<file path="src/rtl/stage_if_if.sv">
// Bundle between the fetch stage and its neighbours: hazard/redirect inputs,
// instruction-memory handshake and the registered IF/ID-facing outputs.
interface stage_if_if;
  logic        freeze;
  logic        branchTaken;
  logic [31:0] branchAddr;
  logic        imemReq;
  logic [31:0] imemAddr;
  logic        imemReady;
  logic [31:0] imemRdata;
  logic [31:0] pcOut;
  logic [31:0] inst;
  logic        instValid;

  modport master (
    input  freeze, branchTaken, branchAddr, imemReady, imemRdata,
    output imemReq, imemAddr, pcOut, inst, instValid
  );

  modport slave (
    output freeze, branchTaken, branchAddr, imemReady, imemRdata,
    input  imemReq, imemAddr, pcOut, inst, instValid
  );
endinterface

</file>
<file path="src/rtl/stage_if.sv">
// Instruction-fetch stage: PC, variable-latency imem handshake, output buffer
// plus one-entry skid buffer, freeze handling and branch redirect with squash.
//
// state | meaning
// IDLE  | no request; next edge starts a fetch at pc
// BUSY  | request at reqAddr held until imemReady
// SKID  | output frozen and skid entry full; no request
// DRAIN | squashed fetch still outstanding; its data is discarded
module stage_if #(
  parameter logic [31:0] RESET_PC = 32'h0000_0000
) (
  input  logic       clk,
  input  logic       rst,
  stage_if_if.master bus
);

  typedef enum logic [1:0] {
    ST_IDLE  = 2'd0,
    ST_BUSY  = 2'd1,
    ST_SKID  = 2'd2,
    ST_DRAIN = 2'd3
  } state_e;

  state_e      state_q, state_d;
  logic [31:0] pc_q, pc_d;
  logic [31:0] req_addr_q, req_addr_d;
  logic [31:0] buf_pc_q, buf_pc_d;
  logic [31:0] buf_inst_q, buf_inst_d;
  logic        buf_valid_q, buf_valid_d;
  logic [31:0] sk_pc_q, sk_pc_d;
  logic [31:0] sk_inst_q, sk_inst_d;

  logic        consume;
  logic [31:0] req_next;
  logic [31:0] target;

  always_ff @(posedge clk or posedge rst) begin
    if (rst) begin
      state_q     <= ST_IDLE;
      pc_q        <= RESET_PC;
      req_addr_q  <= RESET_PC;
      buf_pc_q    <= 32'd0;
      buf_inst_q  <= 32'd0;
      buf_valid_q <= 1'b0;
      sk_pc_q     <= 32'd0;
      sk_inst_q   <= 32'd0;
    end else begin
      state_q     <= state_d;
      pc_q        <= pc_d;
      req_addr_q  <= req_addr_d;
      buf_pc_q    <= buf_pc_d;
      buf_inst_q  <= buf_inst_d;
      buf_valid_q <= buf_valid_d;
      sk_pc_q     <= sk_pc_d;
      sk_inst_q   <= sk_inst_d;
    end
  end

  always_comb begin
    state_d     = state_q;
    pc_d        = pc_q;
    req_addr_d  = req_addr_q;
    buf_pc_d    = buf_pc_q;
    buf_inst_d  = buf_inst_q;
    buf_valid_d = buf_valid_q;
    sk_pc_d     = sk_pc_q;
    sk_inst_d   = sk_inst_q;

    consume  = buf_valid_q & ~bus.freeze;
    req_next = req_addr_q + 32'd4;
    target   = bus.branchAddr & 32'hFFFF_FFFC;

    if (consume) begin
      buf_valid_d = 1'b0;
    end

    unique case (state_q)
      ST_IDLE: begin
        req_addr_d = pc_q;
        state_d    = ST_BUSY;
      end
      ST_BUSY: begin
        if (bus.imemReady) begin
          pc_d = req_next;
          if (!buf_valid_q || consume) begin
            buf_pc_d    = req_next;
            buf_inst_d  = bus.imemRdata;
            buf_valid_d = 1'b1;
            req_addr_d  = req_next;
          end else begin
            sk_pc_d   = req_next;
            sk_inst_d = bus.imemRdata;
            state_d   = ST_SKID;
          end
        end
      end
      ST_SKID: begin
        if (consume) begin
          buf_pc_d    = sk_pc_q;
          buf_inst_d  = sk_inst_q;
          buf_valid_d = 1'b1;
          req_addr_d  = pc_q;
          state_d     = ST_BUSY;
        end
      end
      ST_DRAIN: begin
        if (bus.imemReady) begin
          req_addr_d = pc_q;
          state_d    = ST_BUSY;
        end
      end
      default: state_d = ST_IDLE;
    endcase

    // Redirect wins over freeze and over any buffer movement this edge.
    // A squashed fetch that completes on the redirect edge needs no drain.
    if (bus.branchTaken) begin
      buf_valid_d = 1'b0;
      pc_d        = target;
      if ((state_q == ST_BUSY || state_q == ST_DRAIN) && !bus.imemReady) begin
        req_addr_d = req_addr_q;
        state_d    = ST_DRAIN;
      end else begin
        req_addr_d = target;
        state_d    = ST_BUSY;
      end
    end
  end

  assign bus.imemReq   = (state_q == ST_BUSY) || (state_q == ST_DRAIN);
  assign bus.imemAddr  = req_addr_q;
  assign bus.pcOut     = buf_pc_q;
  assign bus.inst      = buf_inst_q;
  assign bus.instValid = buf_valid_q;

endmodule

</file>
<file path="src/flat_wrapper.sv">
// flat-port wrapper written by rule: the top's interface ports become plain ports
module stage_if_flat 
#(
  parameter logic [31:0] RESET_PC = 32'h0000_0000
)
  (clk, rst, bus_freeze, bus_branchTaken, bus_branchAddr, bus_imemReady, bus_imemRdata, bus_imemReq, bus_imemAddr, bus_pcOut, bus_inst, bus_instValid);
  stage_if_if bus_i ();
  input  logic clk;
  input  logic rst;
  input wire logic [$bits(bus_i.freeze)-1:0] bus_freeze;
  input wire logic [$bits(bus_i.branchTaken)-1:0] bus_branchTaken;
  input wire logic [$bits(bus_i.branchAddr)-1:0] bus_branchAddr;
  input wire logic [$bits(bus_i.imemReady)-1:0] bus_imemReady;
  input wire logic [$bits(bus_i.imemRdata)-1:0] bus_imemRdata;
  output wire logic [$bits(bus_i.imemReq)-1:0] bus_imemReq;
  output wire logic [$bits(bus_i.imemAddr)-1:0] bus_imemAddr;
  output wire logic [$bits(bus_i.pcOut)-1:0] bus_pcOut;
  output wire logic [$bits(bus_i.inst)-1:0] bus_inst;
  output wire logic [$bits(bus_i.instValid)-1:0] bus_instValid;
  assign bus_i.freeze = bus_freeze;
  assign bus_i.branchTaken = bus_branchTaken;
  assign bus_i.branchAddr = bus_branchAddr;
  assign bus_i.imemReady = bus_imemReady;
  assign bus_i.imemRdata = bus_imemRdata;
  assign bus_imemReq = bus_i.imemReq;
  assign bus_imemAddr = bus_i.imemAddr;
  assign bus_pcOut = bus_i.pcOut;
  assign bus_inst = bus_i.inst;
  assign bus_instValid = bus_i.instValid;
  stage_if #(.RESET_PC(RESET_PC)) u_core (.clk(clk), .rst(rst), .bus(bus_i));
endmodule
</file>
<file path="config.mk">
export PLATFORM = sky130hd
export DESIGN_NAME = stage_if_flat
export DESIGN_NICKNAME = d
export VERILOG_FILES = /design/src/rtl/stage_if_if.sv /design/src/rtl/stage_if.sv /design/src/flat_wrapper.sv
export SDC_FILE = /design/constraint.sdc
export NUM_CORES = 1
export LEC_CHECK = 0
export BUFFER_PORTS_ARGS = -buffer_cell sky130_fd_sc_hd__buf_2
export CORE_MARGIN = 8
export CORE_UTILIZATION = 55
export DETAILED_ROUTE_END_ITERATION = 10
export HOLD_SLACK_MARGIN = 0.06
export MAX_ROUTING_LAYER = met4
export PLACE_DENSITY = 0.8
export SYNTH_ARGS = -nofsm -noshare
export SYNTH_HDL_FRONTEND = slang
export SYNTH_SLANG_ARGS = --single-unit
</file>
<file path="constraint.sdc">
create_clock -name clk -period 11 [get_ports clk]
set_input_delay 2.2 -clock clk [delete_from_list [all_inputs] [get_ports clk]]
set_output_delay 2.2 -clock clk [all_outputs]
set_load 0.03 [all_outputs]
</file>
# Word level (Yosys, flattened, before mapping)
# Cells that the tools add are included.
totals:
  register_bits: 195
  output_inout_bits: 98
  elab_cells: 67
op_classes:
  add_sub_neg: 1
  eq_ne: 12
  n_mux: 29
  bitwise_logic: 3
  n_reduce_logical: 14
ops:
  columns: ["op", "count"]
  rows:
  - ["2-to-1 mux 32 bit", 13]
  - ["case mux 32 bit (2 select lines)", 2]
  - ["case mux 32 bit (4 select lines)", 1]
  - ["adder 32 x 3 -> 32 bit (second input constant)", 1]
  - ["2-to-1 mux 2 bit", 6]
  - ["!= test 3 bit (second input constant)", 3]
  - ["case mux 2 bit (4 select lines)", 1]
  - ["AND reduction 4 bit", 2]
  - ["!= test 3 x 2 -> 1 bit (second input constant)", 2]
  - ["nonzero test 2 bit", 3]
  - ["2-to-1 mux 1 bit", 5]
  - ["AND reduction 5 bit", 1]
  - ["== test 2 bit (second input constant)", 2]
  - ["!= test 2 x 1 -> 1 bit (second input constant)", 2]
  - ["!= test 2 bit (second input constant)", 2]
  - ["AND reduction 3 bit", 1]
  - ["== test 2 x 1 -> 1 bit (second input constant)", 1]
  - ["logical NOT 1 bit", 2]
  - ["logical NOT 2 bit", 1]
  - ["logical OR 1 bit", 2]
  - ["NOT 1 bit", 2]
  - ["case mux 1 bit (2 select lines)", 1]
  - ["AND reduction 2 bit", 1]
  - ["AND 1 bit", 1]
  - ["logical AND 1 bit", 1]

# Depth between registers and ports, before layout
depth:
  word_depth: 7
  mapped_depth: 10
  ltp_nobuf: 7

# Worst setup path before layout
# No wires, ideal clock.
synth_timing:
  path_kind: "input to register"
  startpoint: "input bus_freeze"
  endpoint: "register u_core.req_addr_q[3], in the netlist u_core.bus.imemAddr[3]"
  setup_ns: 0.126
  arrival_time_ns: 3.311
  t_required_ns: 10.874
  setup_slack_ns: 7.563
  path_stages: 5
  cell_sequence: "and2b_1 -> o32ai_4 -> buf_2 -> a21oi_1 -> a221o_1"
synth_via:
  elab_chain_cells: 5
synth_lines:
  columns: ["element", "line_no", "rtl"]
  rows:
  - ["start: declaration", "flat_wrapper.sv:10", "input wire logic [$bits(bus_i.freeze)-1:0] bus_freeze;"]
  - ["NOT 1 bit *", "stage_if.sv:69", "consume = buf_valid_q & ~bus.freeze;"]
  - ["AND 1 bit *", "stage_if.sv:69", null]
  - ["logical OR 1 bit", "stage_if.sv:85", "if (!buf_valid_q || consume) begin"]
  - ["!= test 3 x 2 -> 1 bit (no source line)", null, null]
  - ["AND reduction 5 bit (no source line) *", null, null]
  - ["end signal: assignment", "stage_if.sv:50", "req_addr_q <= req_addr_d;"]
  - ["end: declaration", "stage_if.sv:26", "logic [31:0] req_addr_q, req_addr_d;"]
# Every way passes the cells marked *; elsewhere a longest branch is shown, timed or not.
# A chain may end at the register's enable or synchronous reset.

# Worst setup path after layout
layout_timing:
  startpoint: "input bus_imemReady"
  endpoint: "register u_core.sk_inst_q[29]"
layout_via:
  elab_chain_cells: 1
layout_lines:
  columns: ["element", "line_no", "rtl"]
  rows:
  - ["start: declaration", "flat_wrapper.sv:13", "input wire logic [$bits(bus_i.imemReady)-1:0] bus_imemReady;"]
  - ["AND reduction 3 bit (no source line)", null, null]
  - ["end signal: assignment", "stage_if.sv:55", "sk_inst_q <= sk_inst_d;"]
  - ["end: declaration", "stage_if.sv:31", "logic [31:0] sk_inst_q, sk_inst_d;"]
# Every way passes these cells.

==> summary.txt <==
antenna violations before repair: 0
Layout Skew: 0.00763 ns
Pwr per Cell Area: 296 nW/µm²
setup TNS: 0 ns
Worst R2R Path Depth: 6
Die Ht: 147 µm
Core ar.: 17100 µm²
Setup WS pre-CTS: 6.23 ns
Power Total: 3.23 mW
final worst path period need: 4.35 ns
total wire length: 24.4 mm
# clock sinks: 195
Synth area leaders: dfrtp_1 52%, o21ai_0 6.8%, mux2i_1 5.3%
CTS resizes: 0
PnR worst setup slack: 6.65 ns
# DRC: 0
Skew-Pair Late Insertion Delay: 0.43 ns
drt wl/cell: 19.1 µm
cell area after synthesis: 9440 µm²
number of diodes: 0
global placement routability congestion: 0.892
placed cell area: 10300 µm²
Distinct cells, synth: 64
Hold Crit Start: u_core.sk_pc_q[31]$_DFFE_PP0P_
commonest non-fill, non-tap cell in the layout: dfrtp_1
Placed Cells: 1249
Total Die Area: 21600 µm²
Fill cells: 1409
die width: 147 µm
Initial DRC Count: 644
GRT Residual Overflow: 0
# hold bufs at CTS: 0
Crit Path Class: in2reg
Ys Warns: 0
I/O Pins: 167
CTS Buffer Depth: 2
sequential element share of the synthesized area: 0.517
Util after Layout: 0.640
fin area: 10900 µm²
max-cap violation count: 0
largest net degree at the start of global routing: 117
Synth async-reset ratio: 1.00
CP startpoint: bus_imemReady
area delta synth->final: 15.6%
Detail Route Antenna Nets: 0
worst-margin pin slew: 1.13 ns
clock slew at reported path FFs: 0.06 ns
register bit total from synthesis: 195
# nets final: 1116
htree depth: 4
Fin. Hold Viols: 0
share of layout cells above drive strength 1: 0.255
number of synthesized flops with an enable pin: 0
Max Clock Freq: 230 MHz
Critical Path AT: 4.65 ns
Max Slew Vio Count: 0
Worst setup EP type: register
worst min-delay path category: reg2reg
reg-to-reg startpoint: u_core.state_q[1]$_DFFE_PP0P_
CTS buffer count: 17
Pre-antenna DRT Iters: 6
R2R Setup Slk: 7.28 ns
hold_ws: 0.474 ns
Initial Utilization: 0.553
Rows: 48
commonest non-fill, non-tap cells in the layout: 195 x dfrtp_1, 164 x buf_2, 127 x o21ai_0
Critical R2R Capture: u_core.sk_inst_q[29]$_DFFE_PP0P_
TritonCTS clock tree: built
Required @ worst endpoint: 11.30 ns
cell taking the most area after synthesis: dfrtp_1
Worst setup SP type: primary input
crit path max fanout: 86
via/cell ratio: 5.99
Detailed Place HPWL: 16.3 mm
Post-Syn Nets: 989
Port Buffer Count: 164
fin cells: 1278
top_reg_cell synth: dfrtp_1
GRT Resource Usage Total: 0.230
number of cells on the worst hold path: 2
Root Driver: clkbuf_16
LEAKAGE: 5.03 nW
Synth top area share: 0.517
first-pass GRT wire length: 39.0 mm
IR drop worst, VDD: 0.141 mV
Synth Instances: 916
Tcrit/Tclk final: 0.396
RSZ-0062 raised after global routing: no
number of global-route vias before repair: 7379
normalized max-slew margin: 0.249
status: finished clean
Finish-stage setup viols: 0
Via Count: 7653
Hold EP: u_core.sk_pc_q[31]$_DFFE_PP0P_
mean post-synth cell area: 10.3 µm²
setup bufs post-CTS: 0
layout make-up:
| cell class | count | area [µm²] | share of cell area |
|---|---|---|---|
| Timing Repair Buffer | 174 | 896 | 0.0821 |
| Clock inverter | 10 | 111 | 0.0102 |
| Multi-Input combinational cell | 642 | 4230 | 0.388 |
| Clock buffer | 19 | 453 | 0.0415 |
| Inverter | 13 | 56.3 | 0.00516 |
| Sequential cell | 195 | 4880 | 0.447 |
| Tap cell | 225 | 282 | 0.0258 |
cells in the mapped netlist, types with 6 or more instances:
| master | instances |
|---|---|
| buf_2 | 15 |
| a31oi_1 | 6 |
| o2bb2ai_1 | 6 |
| nor2_1 | 53 |
| a21oi_1 | 43 |
| mux2i_1 | 50 |
| o21ai_1 | 10 |
| a22oi_1 | 23 |
| or3_1 | 10 |
| nor3_1 | 8 |
| nand2_1 | 106 |
| and3_1 | 12 |
| xor2_1 | 13 |
| o21ai_0 | 128 |
| nand3_1 | 16 |
| inv_1 | 12 |
| dfrtp_1 | 195 |
| buf_1 | 6 |
| nand4_1 | 13 |
| a221oi_1 | 6 |
| o22ai_1 | 7 |
| xnor2_1 | 16 |
| clkbuf_1 | 39 |
| mux2_2 | 43 |
flip-flops by register name, summed over array words and instances (netlist names):
register,count
u_core.sk_pc_q,32
u_core.bus.imemAddr,32
u_core.pc_q,32
u_core.sk_inst_q,32
u_core.bus.pcOut,32
u_core.bus.inst,32
u_core.state_q,2
u_core.bus.instValid,1
logic make-up after synthesis:
logic type               after synthesis  synth area share
adder cells (fa/ha/maj)                4           0.00530
flip-flops                           195             0.517
buffers and inverters                 79            0.0363
AND/OR/NAND/NOR                      254             0.142
XOR/XNOR                              29            0.0269
multiplexers                          94             0.106
AO/OA/AOI/OAI                        261             0.167
worst max-delay path: stages:
cell     delay [ns]
buf_2          0.16
inv_1          0.11
nor2_4         0.56
nand3_4        0.94
mux2_1         0.66
power breakdown:
part / internal (mW) / total [mW] / switching (mW)
logic: 0.443 / 1.36 / 0.920
registers: 1.01 / 1.26 / 0.249
clock network: 0.342 / 0.606 / 0.264
layer usage:
layer / share of wire / vias up / wire [µm] / track usage
met2: 0.46 / 346 / 11200 / 0.344
met5: 0 / - / 0 / -
met4: 0.014 / 0 / 349 / 0.0648
met1: 0.45 / 3711 / 10900 / 0.310
li1: - / 3560 / - / -
met3: 0.078 / 36 / 1910 / 0.0517
worst max path at each step:
stage | endpoint | cells after the start
floorplan | u_core.bus.imemAddr[0]$_DFFE_PP0P_ | 1
global placement | u_core.sk_inst_q[29]$_DFFE_PP0P_ | 5
detailed placement | u_core.sk_inst_q[29]$_DFFE_PP0P_ | 5
CTS | u_core.sk_inst_q[29]$_DFFE_PP0P_ | 5
global route | u_core.sk_inst_q[29]$_DFFE_PP0P_ | 5
finish | u_core.sk_inst_q[29]$_DFFE_PP0P_ | 5
(Power assumes the default switching activity.)
